[src/rtl/pipeline_assign.sv]
// Four-stage register/ALU/memory pipeline: read, execute, register write-back, memory write.
// Define PIPELINE_MUL_EN to enable the multiplier for opcode 2; otherwise opcode 2 yields 0.
module pipeline_assign (
    input  logic        clk1,
    input  logic        rst_n,
    input  logic [3:0]  rs1,
    input  logic [3:0]  rs2,
    input  logic [3:0]  rd,
    input  logic [3:0]  func,
    input  logic [7:0]  addr,
    output logic [15:0] Z
);

    logic [15:0] regbank [0:15];
    logic [15:0] mem     [0:255];

    // Stage 1: operands and control.
    logic [15:0] a1, b1;
    logic [3:0]  rd1, func1;
    logic [7:0]  addr1;
    logic        v1;

    // Stage 2: Z itself is the stage-2 result register.
    logic [3:0]  rd2;
    logic [7:0]  addr2;
    logic        v2;

    // Stage 3: result and address held for the memory write.
    logic [15:0] z3;
    logic [7:0]  addr3;
    logic        v3;

    logic [15:0] alu_y;

    always_comb begin
        // NOTE: default assignment first so no path through the case leaves alu_y unassigned (no latch).
        alu_y = '0;
        case (func1)
            4'd0:  alu_y = a1 + b1;
            4'd1:  alu_y = a1 - b1;
`ifdef PIPELINE_MUL_EN
            4'd2:  alu_y = a1 * b1;
`else
            4'd2:  alu_y = '0;
`endif
            4'd3:  alu_y = a1;
            4'd4:  alu_y = b1;
            4'd5:  alu_y = a1 & b1;
            4'd6:  alu_y = a1 | b1;
            4'd7:  alu_y = a1 ^ b1;
            4'd8:  alu_y = -a1;
            4'd9:  alu_y = -b1;
            4'd10: alu_y = a1 >> 1;
            4'd11: alu_y = a1 << 1;
            default: alu_y = '0;
        endcase
    end

    always_ff @(posedge clk1 or negedge rst_n) begin
        if (!rst_n) begin
            a1    <= '0;
            b1    <= '0;
            rd1   <= '0;
            func1 <= '0;
            addr1 <= '0;
            v1    <= 1'b0;
            Z     <= '0;
            rd2   <= '0;
            addr2 <= '0;
            v2    <= 1'b0;
            z3    <= '0;
            addr3 <= '0;
            v3    <= 1'b0;
        end else begin
            // NOTE: non-blocking updates mean a read here sees regbank before this edge's write-back.
            a1    <= regbank[rs1];
            b1    <= regbank[rs2];
            rd1   <= rd;
            func1 <= func;
            addr1 <= addr;
            v1    <= 1'b1;
            Z     <= alu_y;
            rd2   <= rd1;
            addr2 <= addr1;
            v2    <= v1;
            z3    <= Z;
            addr3 <= addr2;
            v3    <= v2;
        end
    end

    // NOTE: storage arrays carry no reset; in-flight writes are suppressed by the cleared valid flags.
    always_ff @(posedge clk1) begin
        if (v2) regbank[rd2] <= Z;
        if (v3) mem[addr3]   <= z3;
    end

endmodule

[config.mk]
export PLATFORM = sky130hd
export DESIGN_NAME = pipeline_assign
export DESIGN_NICKNAME = d
export VERILOG_FILES = /design/src/rtl/pipeline_assign.sv
export SDC_FILE = /design/constraint.sdc
export NUM_CORES = 1
export LEC_CHECK = 0
export ABC_AREA = 1
export BUFFER_PORTS_ARGS = -buffer_cell sky130_fd_sc_hd__buf_2
export CAP_MARGIN = 20
export CELL_PAD_IN_SITES_DETAIL_PLACEMENT = 0
export CELL_PAD_IN_SITES_GLOBAL_PLACEMENT = 1
export CORE_ASPECT_RATIO = 0.6
export CORE_UTILIZATION = 51
export CTS_BUF_LIST = sky130_fd_sc_hd__clkbuf_8
export CTS_CLUSTER_DIAMETER = 50
export CTS_CLUSTER_SIZE = 8
export DETAILED_ROUTE_END_ITERATION = 7
export PLACE_DENSITY_LB_ADDON = 0.1
export SLEW_MARGIN = 0
export SYNTH_ARGS = -nofsm -noshare
export SYNTH_HDL_FRONTEND = slang
export SYNTH_SLANG_ARGS = --single-unit
[constraint.sdc]
create_clock -name clk1 -period 3.5 [get_ports clk1]
set_clock_uncertainty 0.1 [all_clocks]
set_input_delay 0.7 -clock clk1 [delete_from_list [all_inputs] [get_ports clk1]]
set_output_delay 0.7 -clock clk1 [all_outputs]
set_load 0.01 [all_outputs]
==> flow_summary.ini <==
[clock_network]
cts.sinks = 318
clk_latency_ns = 0.59
cts.repair.resized = 0
cts_tree = done
cts-root-buf = clkbuf_8
numCtsBuffers = 45
cts_hold_buffers = 0
clkSlewWorstSetupHoldPaths_ns = 0.07
clock_path_buffers = 3
post_cts_buffers = 0
htree_levels = 2

[timing]
setup_viol = 0
fmax_mhz = 307.9
finalCritPeriodShare_pct = 92.80
hold_ws_ns = 0.1092
max-slew-margin-rel_pct = 34.02
finalMaxSlewViolations = 0
rsz0062_at_grt = no
period_needed_ns = 3.248
worst_pin_slew_ns = 0.9887
hold_viol_final = 0
fin_tns_setup_ns = 0

[worst_setup_path]
worstSetupPathType = register to register
r2r_setup_slack_ns = 0.25
r2r_cells = 19
startpoint_type = register
crit_required_ns = 3.87
end_kind = register
cp_max_fo = 5
r2r-start = b1[1]
reg2reg_to = Z[15]
critPathArrivalTime_ns = 3.62

[global_route]
grt_pass1_vias = 12570
grt_max_degree = 92
grt_pass1_wl_mm = 79.76
antenna_found_initial = 0
grtUsageTotal_pct = 31.81
grt.overflow.total = 0

[cells_and_area]
fin_area_um2 = 18660
utilization_pct = 57.10
drive_gt1_share_pct = 9.984
fin_nets = 1960
diodes = 0
fillers = 2967
syn_to_final_growth_pct = 9.310

[worst_hold_path]
hp-class = input port to register
min-delay-start = rd[2]
hold_path_depth = 1
worstHoldEndpoint = rd1[2]

[logic_synthesis]
synth.avg_cell_area_um2 = 9.171
async_reset_ff_share_pct = 19.50
synthFlopType = edfxtp_1
synthesis.area_um2 = 17070
yosysSeqAreaShare_pct = 54.13
synth.most_common_cell = nand2_1
ys_ff_latch = 318
synth_edf_count = 256
synthesis.nets = 1937
yosysUniqueCellTypes = 45
yosysWarnings = 0
yosysTopAreaCell = edfxtp_1
synth_top_area_share_pct = 45.04
netlist_top_cells_count = nand2_1, edfxtp_1, o21ai_0
synthTopCellsByArea = edfxtp_1, dfrtp_1, o21ai_0
syn_inst = 1861

[status]
status = finished clean

[floorplan]
core_area_um2 = 32670
die_w_um = 238.2
initial_core_util_pct = 52.24
num_rows = 51
fp.dieH_um = 143.7
die-area_um2 = 34230
io_pins = 42

[route]
firstDrtPassIters = 5
drc = 0
routed_wl_mm = 53.79
wl_per_cell_um = 22.86
vias = 14260
vias_per_cell = 6.061
drt-initial-drc-count = 2087
ant_nets = 0

[placed_design]
place.gp.congestion = 0.9210
io_buffer_count = 33
dp_hpwl_mm = 34.72
placed_cell_area_um2 = 17900

[power_and_ir_drop]
ir_worst_vdd_uv = 367.9
leakage_uw = 0.007502
powerDensity_nw_per_um2 = 466.0

[job]
drv_cap = 0
[sequential cells by signal (all words and copies together) (netlist names)]
name / cells
Z: 16
a1: 16
b1: 16
func1: 4
rd1: 4
rd2: 4
regbank: 256
v1: 1
v2: 1
[per-layer routing]
metal  global-route usage, %  vias to the layer above  routed length [um]
li1                        -                     6636                   -
met2                   42.73                      775               21400
met1                   51.44                     6793               25240
met5                       0                        -                   0
met3                   6.973                       58                6451
met4                   6.646                        0                 696
[worst max-delay path by stage]
stage	from	endpoint	slack, ns	cells after the start
floorplan	b1[0]	Z[15]	0.79	18
CTS	b1[1]	Z[5]	0.25	17
detailed placement	b1[1]	Z[5]	0.27	17
finish	b1[1]	Z[15]	0.25	19
global placement	b1[1]	Z[15]	0.26	19
global route	b1[1]	Z[14]	0.001	18
[report_power, final]
group          internal, uW  switching [uW]  total (uW)
Clock                  1210            1410        2620
Combinational           461             979        1440
Sequential             4360             269        4630
Total                  6040            2660        8690
[final cells by class]
| type | count | area, um2 | share of cell area, % |
|---|---|---|---|
| Clock buffer | 47 | 646.9 | 3.467 |
| Clock inverter | 19 | 75.07 | 0.4024 |
| Inverter | 205 | 769.5 | 4.124 |
| Multi-Input combinational cell | 1225 | 6635 | 35.56 |
| Sequential cell | 318 | 9239 | 49.52 |
| Tap cell | 450 | 563.0 | 3.018 |
| Timing Repair Buffer | 89 | 728.2 | 3.903 |
[through the flow]
stage | power [uW] | instances | setup WS, ns
finish | 8694 | 2353 | 0.2522
global route | 9079 | 2353 | 0.001401
CTS | 8680 | 2353 | 0.2456
detailed placement | 6092 | 2287 | 0.2682
global placement | 6066 | 2287 | 0.2614
floorplan | 5481 | 1861 | 0.7881
[placed cells by master (no fill, tap or decap), drive strengths merged]
cell type | netlist | routed
nand2 | 294 | 294
edfxtp | 256 | 256
o21ai | 254 | 254
a21oi | 232 | 232
inv | 204 | 222
nand3 | 138 | 138
buf | 63 | 89
nor2 | 71 | 71
dfrtp | 62 | 62
o211ai | 60 | 60
ha | 49 | 49
clkbuf | 50 | 47
o221ai | 35 | 35
o22ai | 22 | 22
nand4 | 11 | 11
or2 | 10 | 10
xor2 | 6 | 6
nand3b | 6 | 6
nor3 | 6 | 6
a31oi | 5 | 5
o21bai | 5 | 5
o2111ai | 4 | 4
a21o | 4 | 4
nor4 | 4 | 4
a221oi | 2 | 2
clkinv | 1 | 1
o211a | 1 | 1
a32oi | 1 | 1
a211oi | 1 | 1
nor3b | 1 | 1
and2 | 1 | 1
fa | 1 | 1
clkinvlp | 0 | 1
conb | 1 | 1
[logic make-up after synthesis]
kind of cell,share of synthesized area (%)
compound gates,20.56
other cells,0.02197
xor+xnor,0.3079
flops,54.13
simple gates,13.87
fa+ha+maj,3.709
buf+inv,7.404
[worst max-delay path: stages (launching register included)]
cell      delay [ns]
dfrtp_1         0.44
inv_1           0.11
ha_1            0.14
inv_1           0.05
nor2_1          0.08
buf_4           0.17
nand4_1         0.24
o21ai_2         0.21
o21ai_0         0.10
nand2_1         0.06
o21ai_0         0.08
ha_1            0.37
inv_1           0.08
o21bai_1        0.30
a21oi_2         0.14
buf_4           0.15
nand3_1         0.07
nand3_1         0.08
nand3_1         0.10
nand2_1         0.06
No activity file was read; power rests on OpenSTA's default activity.
